==> config.mk <==
export PLATFORM = sky130hd
export DESIGN_NAME = mem_io_access_unit_flat
export DESIGN_NICKNAME = d
export VERILOG_FILES = /design/src/rtl/mem_io_access_unit_if.sv /design/src/rtl/mem_io_access_unit.sv /design/src/flat_wrapper.sv
export SDC_FILE = /design/constraint.sdc
export NUM_CORES = 1
export LEC_CHECK = 0
export ABC_AREA = 1
export BUFFER_PORTS_ARGS = -buffer_cell sky130_fd_sc_hd__buf_2
export CAP_MARGIN = 20
export CORE_AREA = 3 3 105 107
export CTS_BUF_LIST = sky130_fd_sc_hd__clkbuf_8
export DETAILED_ROUTE_END_ITERATION = 10
export DIE_AREA = 0 0 108 110
export PLACE_DENSITY = 0.85
export SYNTH_ARGS = -nofsm -noshare
export SYNTH_HDL_FRONTEND = slang
export SYNTH_SLANG_ARGS = --single-unit
==> constraint.sdc <==
create_clock -name clk -period 2.3 [get_ports clk]
set_input_delay 0.115 -clock clk [delete_from_list [all_inputs] [get_ports clk]]
set_output_delay 0.115 -clock clk [all_outputs]
set_load 0.1 [all_outputs]
==> src/rtl/mem_io_access_unit_if.sv <==
// Bus bundle between the CPU datapath, the load/store unit, data memory and
// memory-mapped IO.
//   master : CPU/memory/IO side (drives requests, memory read data, IO replies)
//   slave  : the load/store unit (drives memory strobes, IO strobes, results)
interface mem_io_access_unit_if #(
  parameter int unsigned IO_WIDTH = 16
);
  logic                do_load;
  logic                do_store;
  logic [1:0]          size;
  logic                sign_extend;
  logic [31:0]         alu_result_as_address;
  logic [31:0]         data_from_register;
  logic [31:0]         data_from_memory;
  logic [31:0]         data_memory_address;
  logic                memory_write;
  logic [3:0]          byte_enable;
  logic [31:0]         data_to_store;
  logic [31:0]         io_address;
  logic                io_read;
  logic                io_write;
  logic [IO_WIDTH-1:0] data_to_io;
  logic                io_ready;
  logic [IO_WIDTH-1:0] data_from_io;
  logic [31:0]         mem_or_io_data_read;
  logic                stall;
  logic                align_error;
  logic                timeout;

  modport master (
    output do_load, do_store, size, sign_extend, alu_result_as_address,
           data_from_register, data_from_memory, io_ready, data_from_io,
    input  data_memory_address, memory_write, byte_enable, data_to_store,
           io_address, io_read, io_write, data_to_io, mem_or_io_data_read,
           stall, align_error, timeout
  );

  modport slave (
    input  do_load, do_store, size, sign_extend, alu_result_as_address,
           data_from_register, data_from_memory, io_ready, data_from_io,
    output data_memory_address, memory_write, byte_enable, data_to_store,
           io_address, io_read, io_write, data_to_io, mem_or_io_data_read,
           stall, align_error, timeout
  );
endinterface

==> src/rtl/mem_io_access_unit.sv <==
// Load/store unit. Memory accesses are combinational (single cycle); IO
// accesses (address >= IO_BASE) run a ready handshake with timeout and stall
// the CPU until a one-cycle DONE state retires the instruction.
// Ports:
//   clk  : system clock, rising edge
//   rst  : synchronous active-high reset
//   bus  : slave side of mem_io_access_unit_if (requests, memory, IO, results)
module mem_io_access_unit #(
  parameter int unsigned IO_WIDTH       = 16,
  parameter logic [31:0] IO_BASE        = 32'hFFFF_FC00,
  parameter int unsigned TIMEOUT_CYCLES = 15,
  parameter int unsigned CNT_WIDTH      = $clog2(TIMEOUT_CYCLES + 1)
) (
  input logic                 clk,
  input logic                 rst,
  mem_io_access_unit_if.slave bus
);

  localparam logic [CNT_WIDTH-1:0] CntMax = CNT_WIDTH'(TIMEOUT_CYCLES - 1);

  typedef enum logic [1:0] {StIdle, StReq, StDone} state_e;

  state_e              state_q, state_d;
  logic [CNT_WIDTH-1:0] cnt_q, cnt_d;
  logic [31:0]         addr_q, addr_d;
  logic [IO_WIDTH-1:0] wdata_q, wdata_d;
  logic [IO_WIDTH-1:0] rdata_q, rdata_d;
  logic                dir_q, dir_d;      // 1: IO write
  logic                timeout_q, timeout_d;

  logic [31:0] addr;
  logic        is_store, is_load, is_io, misaligned, aligned_access, io_start;
  logic [7:0]  lane_byte;
  logic [15:0] lane_half;
  logic [31:0] mem_load;

  assign addr     = bus.alu_result_as_address;
  assign is_store = bus.do_store;
  assign is_load  = bus.do_load & ~bus.do_store;
  assign is_io    = (addr >= IO_BASE);

  always_comb begin
    misaligned = 1'b0;
    case (bus.size)
      2'b00:   misaligned = 1'b0;
      2'b01:   misaligned = addr[0];
      default: misaligned = |addr[1:0];
    endcase
  end

  assign aligned_access  = (is_store | is_load) & ~misaligned;
  assign io_start        = aligned_access & is_io;
  assign bus.align_error = (is_store | is_load) & misaligned;

  // Memory store path.
  assign bus.data_memory_address = {addr[31:2], 2'b00};
  assign bus.memory_write        = is_store & ~is_io & ~misaligned;

  always_comb begin
    bus.byte_enable   = 4'b0000;
    bus.data_to_store = bus.data_from_register;
    case (bus.size)
      2'b00: begin
        bus.data_to_store = {4{bus.data_from_register[7:0]}};
        if (bus.memory_write) bus.byte_enable = 4'b0001 << addr[1:0];
      end
      2'b01: begin
        bus.data_to_store = {2{bus.data_from_register[15:0]}};
        if (bus.memory_write) bus.byte_enable = 4'b0011 << {addr[1], 1'b0};
      end
      default: begin
        if (bus.memory_write) bus.byte_enable = 4'b1111;
      end
    endcase
  end

  // Memory load path: lane select then extend.
  always_comb begin
    lane_byte = 8'h00;
    case (addr[1:0])
      2'd0: lane_byte = bus.data_from_memory[7:0];
      2'd1: lane_byte = bus.data_from_memory[15:8];
      2'd2: lane_byte = bus.data_from_memory[23:16];
      default: lane_byte = bus.data_from_memory[31:24];
    endcase
    lane_half = addr[1] ? bus.data_from_memory[31:16] : bus.data_from_memory[15:0];
    case (bus.size)
      2'b00:   mem_load = bus.sign_extend ? {{24{lane_byte[7]}}, lane_byte} : {24'h0, lane_byte};
      2'b01:   mem_load = bus.sign_extend ? {{16{lane_half[15]}}, lane_half} : {16'h0, lane_half};
      default: mem_load = bus.data_from_memory;
    endcase
  end

  // DONE presents the latched IO read data; it holds 0 after a timeout.
  always_comb begin
    bus.mem_or_io_data_read = 32'h0;
    if (state_q == StDone) begin
      if (!dir_q) bus.mem_or_io_data_read = 32'(rdata_q);
    end else if (is_load && !misaligned && !is_io) begin
      bus.mem_or_io_data_read = mem_load;
    end
  end

  // IO handshake FSM.
  always_comb begin
    state_d   = state_q;
    cnt_d     = cnt_q;
    addr_d    = addr_q;
    wdata_d   = wdata_q;
    dir_d     = dir_q;
    rdata_d   = rdata_q;
    timeout_d = 1'b0;
    unique case (state_q)
      StIdle: begin
        if (io_start) begin
          state_d = StReq;
          addr_d  = addr;
          wdata_d = bus.data_from_register[IO_WIDTH-1:0];
          dir_d   = is_store;
          cnt_d   = '0;
        end
      end
      StReq: begin
        if (bus.io_ready) begin
          if (!dir_q) rdata_d = bus.data_from_io;
          state_d = StDone;
        end else if (cnt_q == CntMax) begin
          state_d   = StDone;
          rdata_d   = '0;
          timeout_d = 1'b1;
        end else begin
          cnt_d = cnt_q + CNT_WIDTH'(1);
        end
      end
      StDone:  state_d = StIdle;
      default: state_d = StIdle;
    endcase
  end

  always_ff @(posedge clk) begin
    if (rst) begin
      state_q   <= StIdle;
      cnt_q     <= '0;
      addr_q    <= '0;
      wdata_q   <= '0;
      rdata_q   <= '0;
      dir_q     <= 1'b0;
      timeout_q <= 1'b0;
    end else begin
      state_q   <= state_d;
      cnt_q     <= cnt_d;
      addr_q    <= addr_d;
      wdata_q   <= wdata_d;
      rdata_q   <= rdata_d;
      dir_q     <= dir_d;
      timeout_q <= timeout_d;
    end
  end

  assign bus.io_address = addr_q;
  assign bus.data_to_io = wdata_q;
  assign bus.io_read    = (state_q == StReq) & ~dir_q;
  assign bus.io_write   = (state_q == StReq) & dir_q;
  assign bus.timeout    = timeout_q;
  assign bus.stall      = ((state_q == StIdle) & io_start) | (state_q == StReq);

endmodule

==> src/flat_wrapper.sv <==
// flat-port wrapper written by rule: the top's interface ports become plain ports
module mem_io_access_unit_flat 
#(
  parameter int unsigned IO_WIDTH       = 16,
  parameter logic [31:0] IO_BASE        = 32'hFFFF_FC00,
  parameter int unsigned TIMEOUT_CYCLES = 15,
  parameter int unsigned CNT_WIDTH      = $clog2(TIMEOUT_CYCLES + 1)
)
  (clk, rst, bus_do_load, bus_do_store, bus_size, bus_sign_extend, bus_alu_result_as_address, bus_data_from_register, bus_data_from_memory, bus_io_ready, bus_data_from_io, bus_data_memory_address, bus_memory_write, bus_byte_enable, bus_data_to_store, bus_io_address, bus_io_read, bus_io_write, bus_data_to_io, bus_mem_or_io_data_read, bus_stall, bus_align_error, bus_timeout);
  mem_io_access_unit_if #(.IO_WIDTH(IO_WIDTH)) bus_i ();
  input logic clk;
  input logic rst;
  input wire logic [$bits(bus_i.do_load)-1:0] bus_do_load;
  input wire logic [$bits(bus_i.do_store)-1:0] bus_do_store;
  input wire logic [$bits(bus_i.size)-1:0] bus_size;
  input wire logic [$bits(bus_i.sign_extend)-1:0] bus_sign_extend;
  input wire logic [$bits(bus_i.alu_result_as_address)-1:0] bus_alu_result_as_address;
  input wire logic [$bits(bus_i.data_from_register)-1:0] bus_data_from_register;
  input wire logic [$bits(bus_i.data_from_memory)-1:0] bus_data_from_memory;
  input wire logic [$bits(bus_i.io_ready)-1:0] bus_io_ready;
  input wire logic [$bits(bus_i.data_from_io)-1:0] bus_data_from_io;
  output wire logic [$bits(bus_i.data_memory_address)-1:0] bus_data_memory_address;
  output wire logic [$bits(bus_i.memory_write)-1:0] bus_memory_write;
  output wire logic [$bits(bus_i.byte_enable)-1:0] bus_byte_enable;
  output wire logic [$bits(bus_i.data_to_store)-1:0] bus_data_to_store;
  output wire logic [$bits(bus_i.io_address)-1:0] bus_io_address;
  output wire logic [$bits(bus_i.io_read)-1:0] bus_io_read;
  output wire logic [$bits(bus_i.io_write)-1:0] bus_io_write;
  output wire logic [$bits(bus_i.data_to_io)-1:0] bus_data_to_io;
  output wire logic [$bits(bus_i.mem_or_io_data_read)-1:0] bus_mem_or_io_data_read;
  output wire logic [$bits(bus_i.stall)-1:0] bus_stall;
  output wire logic [$bits(bus_i.align_error)-1:0] bus_align_error;
  output wire logic [$bits(bus_i.timeout)-1:0] bus_timeout;
  assign bus_i.do_load = bus_do_load;
  assign bus_i.do_store = bus_do_store;
  assign bus_i.size = bus_size;
  assign bus_i.sign_extend = bus_sign_extend;
  assign bus_i.alu_result_as_address = bus_alu_result_as_address;
  assign bus_i.data_from_register = bus_data_from_register;
  assign bus_i.data_from_memory = bus_data_from_memory;
  assign bus_i.io_ready = bus_io_ready;
  assign bus_i.data_from_io = bus_data_from_io;
  assign bus_data_memory_address = bus_i.data_memory_address;
  assign bus_memory_write = bus_i.memory_write;
  assign bus_byte_enable = bus_i.byte_enable;
  assign bus_data_to_store = bus_i.data_to_store;
  assign bus_io_address = bus_i.io_address;
  assign bus_io_read = bus_i.io_read;
  assign bus_io_write = bus_i.io_write;
  assign bus_data_to_io = bus_i.data_to_io;
  assign bus_mem_or_io_data_read = bus_i.mem_or_io_data_read;
  assign bus_stall = bus_i.stall;
  assign bus_align_error = bus_i.align_error;
  assign bus_timeout = bus_i.timeout;
  mem_io_access_unit #(.IO_WIDTH(IO_WIDTH), .IO_BASE(IO_BASE), .TIMEOUT_CYCLES(TIMEOUT_CYCLES), .CNT_WIDTH(CNT_WIDTH)) u_core (.clk(clk), .rst(rst), .bus(bus_i));
endmodule
# Word-level counts from Yosys, hierarchy flattened
# Cells that the tools add are included.
# W data, S select, Z words.
[word_totals]
ram_bits = 0
output_inout_bits = 154
latch_bits = 0
register_bits = 72
rom_bits = 0
mem_count = 0
[classes]
mul = 0
div = 0
add_sub_neg = 1
reduce_logical = 15
bitwise_logic = 16
n_shift = 2
eq_ne = 11
muxes = 26
n_lt_le_gt_ge = 1
[op_table]
columns = ["operator", "n"]
rows = [
  ["$mux W32", 4],
  ["$pmux W32 S2", 2],
  ["$mux W16", 5],
  ["$ge A32 B32 Y1 const B", 1],
  ["$mux W4", 6],
  ["$pmux W8 S3", 1],
  ["$pmux W4 S2", 2],
  ["$and A1 B1 Y1", 9],
  ["$eq A2 B1 Y1 const B", 3],
  ["$logic_not A2 Y1", 3],
  ["$mux W2", 3],
  ["$ne A2 B2 Y1 const B", 3],
  ["$not A1 Y1", 5],
  ["$add A4 B1 Y4 const B", 1],
  ["$eq A2 B2 Y1 const B", 2],
  ["$eq A4 B4 Y1 const B", 1],
  ["$pmux W2 S2", 1],
  ["$reduce_and A2 Y1", 2],
  ["$reduce_and A4 Y1", 1],
  ["$reduce_bool A2 Y1", 2],
  ["$shl A1 B2 Y4 const A", 1],
  ["$shl A2 B2 Y4 const A", 1],
  ["$ne A3 B2 Y1 const B", 1],
  ["$reduce_and A3 Y1", 1],
  ["8 further kinds", 11],
]

# Depth between registers and ports, before layout
# Gate-level depths: netlist of run 1.
[logic_depth]
word_depth = 7
mapped_depth = 12
ltp_nobuf = 10

# Least setup slack after synthesis of run 1
# OpenSTA, ideal clock, no wires.
[synth_timing]
path_type = "input to output"
startpoint = "in bus_alu_result_as_address[0]"
endpoint = "out bus_byte_enable[3]"
t_arrival_ps = 2891
path_buffers = 1
slack_ps = -706
stages = 6
path_cell_list = "buf_4 -> nor2_2 -> inv_2 -> nand2_4 -> nand3_1 -> nor3b_1"
[synth_via]
elab_chain_len = 6
elab_cells_between_ends = 12
classes_between = "order compare (1); shift (1); mux (5); bitwise (4); reduce/logical (1)"
[synth_rtl]
columns = ["element", "line", "rtl"]
rows = [
  ["start, declared", "flat_wrapper.sv:17", "input wire logic [$bits(bus_i.alu_result_as_address)-1:0] bus_alu_result_as_address;"],
  ["$ge A32 B32 Y1 or $reduce_or A2 Y1 (tied branches)", "mem_io_access_unit.sv:40, mem_io_access_unit.sv:47", ""],
  ["$not A1 Y1 or $pmux W1 S2 (tied branches)", "mem_io_access_unit.sv:57, mem_io_access_unit.sv:44", ""],
  ["$and A1 B1 Y1 or $not A1 Y1 (tied branches)", "mem_io_access_unit.sv:57", "assign bus.memory_write = is_store & ~is_io & ~misaligned;"],
  ["$and A1 B1 Y1", "mem_io_access_unit.sv:57", ""],
  ["$mux W4, on equally long branches", "mem_io_access_unit.sv:72, mem_io_access_unit.sv:65, mem_io_access_unit.sv:69", ""],
  ["$pmux W4 S2 *", "mem_io_access_unit.sv:62", "case (bus.size)"],
  ["end, declared", "flat_wrapper.sv:24", "output wire logic [$bits(bus_i.byte_enable)-1:0] bus_byte_enable;"],
]
# Every way passes the cells marked *; elsewhere a longest branch is shown, timed or not.

# Final worst setup path of run 1
[layout_timing]
startpoint = "in bus_alu_result_as_address[1]"
endpoint = "out bus_mem_or_io_data_read[5]"
[layout_via]
elab_chain_len = 7
elab_cells_between_ends = 17
classes_between = "order compare (1); eq/ne (2); mux (8); reduce/logical (6)"
[layout_rtl]
columns = ["element", "line", "rtl"]
rows = [
  ["branches (longest 5 deep; another with $ge A32 B32 Y1)", "n/a", ""],
  ["$mux W32 *", "mem_io_access_unit.sv:99", "end else if (is_load && !misaligned && !is_io) begin"],
  ["$mux W32 *", "mem_io_access_unit.sv:97", "if (state_q == StDone) begin"],
  ["end, declared", "flat_wrapper.sv:30", "output wire logic [$bits(bus_i.mem_or_io_data_read)-1:0] bus_mem_or_io_data_read;"],
]
# Mark *: on every way between the ends.

==> results.json, run 1 <==
{
  "timing.final.crit_share_pct": 91.8,
  "grt_pass1_wl_um": 23300,
  "synth_compound_area_share_pct": 14.6,
  "required_ns": 2.18,
  "drt-initial-drc-count": 360,
  "gp_congestion": 0.984,
  "crit_fanout": 10,
  "synth-simple-area-share_pct": 36.5,
  "synth_fa_ha_area_share_pct": 0.580,
  "min-delay-path-class": "input pin to register",
  "layout-drive-gt1-share_pct": 39.6,
  "portBuffers": 271,
  "cts_buffers": 9,
  "whs_ns": 0.0242,
  "rows": 37,
  "drtPass1Iterations": 7,
  "num_io_pins": 274,
  "grt_pass1_vias": 4561,
  "postRouteAntennaNets": 0,
  "grt_usage_pct": 24.7,
  "syn_area_um2": 4320,
  "synth.distinct_cells": 39,
  "fin_crit_ns": 2.11,
  "cap_viol_max_count": 0,
  "ys_warn_count": 0,
  "synth_top_area_cell": "dfxtp_1",
  "ys_ff_latch": 72,
  "synth_mux_area_share_pct": 0,
  "htreeDepth": 3,
  "nNetsFinal": 981,
  "r2r_setup_slack_ns": 0.44,
  "synth.yosys.seq_area_share_pct": 33.4,
  "arrival_ns": 2.00,
  "viasPerCell": 5.11,
  "synthCells": 632,
  "max-vdd-ir-drop_mv": 0.385,
  "synth_xor_area_share_pct": 0.406,
  "cp-start-kind": "input pin",
  "cts_tree": "built",
  "wirelength_um": 15600,
  "core_area_um2": 10200,
  "post_cts_resize_count": 0,
  "synth_top_area_share_pct": 33.4,
  "hold_viol_final": 0,
  "cts_max_path_buffers": 2,
  "p_per_area_nw_per_um2": 544,
  "final-setup-viol-count": 0,
  "fmax_mhz": 474,
  "synth_top_family_by_area": "simple AND/OR/NAND/NOR gates",
  "dieArea_um2": 11900,
  "tightestPinTransition_ns": 0.682,
  "diodes": 0,
  "tns_ns": 0,
  "status": "finished, final reports clean",
  "ys_top_cells_by_area": "dfxtp_1 (33%), nand2_1 (12%), nor2_1 (9.0%)",
  "syn_area_per_cell_um2": 6.83,
  "root_buffer": "clkbuf_8",
  "clk_pin_slew_worst_paths_ns": 0.09,
  "dp_hpwl_um": 12100,
  "placed_area_um2": 6070,
  "cp-end-kind": "output pin",
  "initial_core_util_pct": 42.2,
  "die_w_um": 108,
  "antenna_found_initial": 1,
  "fin_area_um2": 6310,
  "clk_latency_ns": 0.34,
  "num_vias": 5100,
  "slew_violations": 0,
  "fill_cells": 933,
  "grt-ovfl-total": 0,
  "slew_headroom_pct": 54.3,
  "clock_sinks": 72,
  "drc": 0,
  "leakagePower_uw": 0.00321,
  "grt_max_degree": 50,
  "rsz0062_at_grt": "false",
  "path_class": "input pin to output pin",
  "die_h_um": 110,
  "skew_ns": 0.00919,
  "syn_to_final_growth_pct": 46.3,
  "wire_per_inst_um": 15.6
}
[through the flow]
step / instances / util (%) / setup slack, ns / total power [uW]
2_1_floorplan: 633 / - / -0.689 / 2260
3_3_place_gp: 976 / 59.3 / 0.336 / 2570
3_5_place_dp: 976 / 59.3 / 0.286 / 2580
4_1_cts: 996 / 61.4 / 0.0280 / 3450
5_1_grt: 999 / 61.7 / 0.0135 / 3560
6_report: 999 / 61.7 / 0.189 / 3440
[logic make-up after synthesis]
| logic type | after synthesis |
|---|---|
| DFF | 72 |
| AOI/OAI and AO/OA | 103 |
| xor gates and xnor gates | 2 |
| and+or+nand+nor | 347 |
| adders and majority gates | 2 |
| buffers and inverters | 105 |
| other | 1 |
[area by class of cell]
cell class                      count  area (um^2)  share of cell area [%]
Timing Repair Buffer              289         2130                    33.8
Sequential cell                    72         1440                    22.8
Clock buffer                        9          124                    1.96
Tap cell                          136          170                    2.69
Inverter                           31          124                    1.96
Multi-Input combinational cell    456         2290                    36.2
Clock inverter                      6         37.5                   0.594
[where the power goes]
| group | total, uW | internal (uW) | switching, uW | leakage, uW |
|---|---|---|---|---|
| Sequential | 1250 | 1250 | 0.000126 | 0.000580 |
| Combinational | 1320 | 309 | 1010 | 0.00254 |
| Clock | 873 | 382 | 491 | 0.0000886 |
[sequential cells by signal, indices dropped and copies added, names as in the netlist]
signal                 flops
u_core.dir_q               1
u_core.rdata_q            16
u_core.bus.data_to_io     16
u_core.bus.timeout         1
u_core.bus.io_address     32
u_core.state_q             2
u_core.cnt_q               4
[worst max-delay path, cell delays in order]
cell     delay, ns
buf_2         0.22
inv_4         0.09
nor2_1        0.54
nor2_1        0.26
nand2_1       0.11
nand2_1       0.05
o21ai_0       0.26
nand2_1       0.15
buf_12        0.19
[metal layers]
| metal | track usage (%) | wire [um] |
|---|---|---|
| met1 | 29.5 | 5840 |
| met2 | 44.9 | 7980 |
| met3 | 5.01 | 1460 |
| met4 | 6.94 | 289 |
| met5 | 0 | 13 |
[synthesized netlist by cell type (all sizes together)]
library cell,number
xnor2,1
o211ai,14
nor3,2
clkinv,1
ha,2
or2,5
nand3b,2
nor3b,1
conb,1
o21ai,38
and3,1
xor2,1
nand4,3
a22o,1
nand3,73
a22oi,4
o21a,22
inv,30
dfxtp,72
nor2,120
clkbuf,17
buf,57
a21oi,24
nand2,140
[placed cells by master (no fill, tap or decap), types with 5 or more instances in the layout]
master / n
a21oi_1: 23
buf_12: 42
buf_2: 230
buf_4: 12
clkbuf_8: 9
dfxtp_1: 72
dlygate4sd3_1: 5
inv_1: 27
nand2_1: 134
nand3_1: 71
nor2_1: 98
nor2_2: 11
nor2_4: 11
o211ai_1: 14
o21a_1: 22
o21ai_0: 38
or2_2: 5
[worst paths after layout]
check	start	to	depth (start not counted)
setup reg to reg	u_core.state_q[0]$_SDFFE_PP0P_	u_core.rdata_q[6]$_SDFFE_PP0P_	8
hold reg to reg	u_core.bus.io_address[21]$_SDFFE_PP0P_	u_core.bus.io_address[21]$_SDFFE_PP0P_	1
hold / removal	bus_data_from_register[12]	u_core.bus.data_to_io[12]$_SDFFE_PP0P_	3
setup / recovery	bus_alu_result_as_address[1]	bus_mem_or_io_data_read[5]	9
[what timing repair did]
action / in CTS / in global routing
endpoints found under the hold margin: 5 / 0
hold buffers: 5 / 0
endpoints found under the setup margin: 0 / 16
setup buffers: 0 / 3
Power figures use the tool's default switching activity.
==> run 2: changes to the inputs <==
Settings changed: CELL_PAD_IN_SITES_DETAIL_PLACEMENT set to 1, CELL_PAD_IN_SITES_GLOBAL_PLACEMENT set to 1, CORE_AREA 3 3 105 107 to unset, CORE_MARGIN set to 3, CORE_UTILIZATION set to 31, DIE_AREA 0 0 108 110 to unset, PLACE_DENSITY 0.85 to 0.94.
==> results.json, run 2 (same netlist as run 1, synthesis figures left out) <==
{
  "num_vias": 5110,
  "grt_pass1_wl_um": 27200,
  "rows": 42,
  "timing.final.crit_share_pct": 92.1,
  "cap_viol_max_count": 0,
  "fmax_mhz": 472,
  "placed_area_um2": 6130,
  "final-setup-viol-count": 0,
  "post-place-ws_ns": 0.116,
  "drtPass1Iterations": 4,
  "grt_max_degree": 50,
  "slew_headroom_pct": 60.2,
  "nNetsFinal": 976,
  "cts_max_path_buffers": 2,
  "status": "finished, final reports clean",
  "min-delay-path-class": "input pin to register",
  "hold_end": "u_core.bus.io_address[6]$_SDFFE_PP0P_",
  "syn_to_final_growth_pct": 47.9,
  "final_cell_mix": "buf_2 (229), nand2_1 (134), nor2_1 (97)",
  "clk_latency_ns": 0.35,
  "crit_fanout": 19,
  "gp_congestion": 0.923,
  "r2r_setup_slack_ns": 0.46,
  "drc": 0,
  "drt-initial-drc-count": 332,
  "rsz0062_at_grt": "false",
  "viasPerCell": 4.94,
  "layout_commonest_cell": "buf_2",
  "fin_ws_ns": 0.182,
  "dp_hpwl_um": 14600,
  "tightestPinTransition_ns": 0.593,
  "layout-drive-gt1-share_pct": 39.8,
  "worst_r2r_endpoint": "u_core.rdata_q[6]$_SDFFE_PP0P_",
  "postRouteAntennaNets": 0,
  "portBuffers": 271,
  "required_ns": 2.18,
  "max-vdd-ir-drop_mv": 0.513,
  "core_area_um2": 13500,
  "tns_ns": 0,
  "cp-start-kind": "input pin",
  "die_w_um": 124,
  "p_per_area_nw_per_um2": 573,
  "leakagePower_uw": 0.00322,
  "arrival_ns": 2.00,
  "initial_core_util_pct": 32.1,
  "fin_crit_ns": 2.12,
  "dieArea_um2": 15400,
  "skew_ns": 0.0153,
  "grt_pass1_vias": 5119,
  "slew_violations": 0,
  "holdPathStages": 3,
  "root_buffer": "clkbuf_8",
  "clk_pin_slew_worst_paths_ns": 0.07,
  "wirelength_um": 18400,
  "die_h_um": 124,
  "cts_buffers": 9,
  "grt_usage_pct": 22.8,
  "num_io_pins": 274,
  "diodes": 0,
  "fin_area_um2": 6380,
  "cts_tree": "built",
  "r2r_cells": 8,
  "grt-ovfl-total": 0,
  "r2r_start": "u_core.state_q[0]$_SDFFE_PP0P_",
  "htreeDepth": 3,
  "hold_viol_final": 0,
  "wire_per_inst_um": 17.7,
  "path_class": "input pin to output pin",
  "largest_reg_flops": 32,
  "cp-end-kind": "output pin",
  "min_from": "bus_alu_result_as_address[6]",
  "antenna_found_initial": 0,
  "clock_sinks": 72
}
[run 2: power breakdown]
part | internal, uW | switching (uW) | total (uW)
sequential | 1250 | 0.000131 | 1250
clock | 603 | 477 | 1080
combinational | 303 | 1030 | 1330
total | 2150 | 1500 | 3660
[run 2: worst max-delay path by stage]
| stage | startpoint | endpoint | depth (start not counted) |
|---|---|---|---|
| finish | bus_size[1] | bus_data_to_store[13] | 6 |
| global route | u_core.state_q[0]$_SDFFE_PP0P_ | bus_mem_or_io_data_read[0] | 8 |
| CTS | u_core.state_q[0]$_SDFFE_PP0P_ | bus_mem_or_io_data_read[1] | 8 |
| detailed placement | bus_size[1] | bus_mem_or_io_data_read[20] | 9 |
| global placement | bus_alu_result_as_address[1] | bus_mem_or_io_data_read[0] | 9 |
| floorplan | bus_size[1] | bus_data_to_store[10] | 6 |
[run 2: what timing repair did]
item / CTS / global route
hold buffers: 1 / 0
hold endpoints to repair: 1 / 0
pin swaps: 1 / 0
setup endpoints to repair: 7 / 2
resized for setup: 0 / 2
setup buffers: 2 / 0
[run 2: critical path, stage by stage]
cell	delay (ns)
buf_2	0.28
inv_6	0.11
nand2_2	0.14
clkinv_1	0.50
o21ai_0	0.61
buf_12	0.24
[run 2: metal layers]
layer	vias up	track usage, %	share of wire, %
li1	2463	-	-
met4	0	6.91	1.8
met2	192	41.4	52
met3	23	4.54	7.3
met1	2432	26.9	39
met5	-	0	0
[run 2: area by class of cell]
| class | count | area (um^2) |
|---|---|---|
| clock inverter | 7 | 87.6 |
| multi-input combinational | 456 | 2290 |
| clock buffer | 9 | 124 |
| sequential | 72 | 1440 |
| inverter | 31 | 124 |
| fill | 1791 | 7070 |
| tap | 176 | 220 |
| timing repair buffer | 284 | 2100 |
[run 2: per-stage QoR]
stage	std cells	hold slack (ns)	utilization (%)	power (uW)
global route	1035	0.00921	47.5	3790
detailed placement	1016	0.358	45.6	2590
finish	1035	0.0135	47.5	3660
global placement	1016	0.351	45.6	2580
floorplan	633	0.184	-	2260
CTS	1035	0.000552	47.4	3690
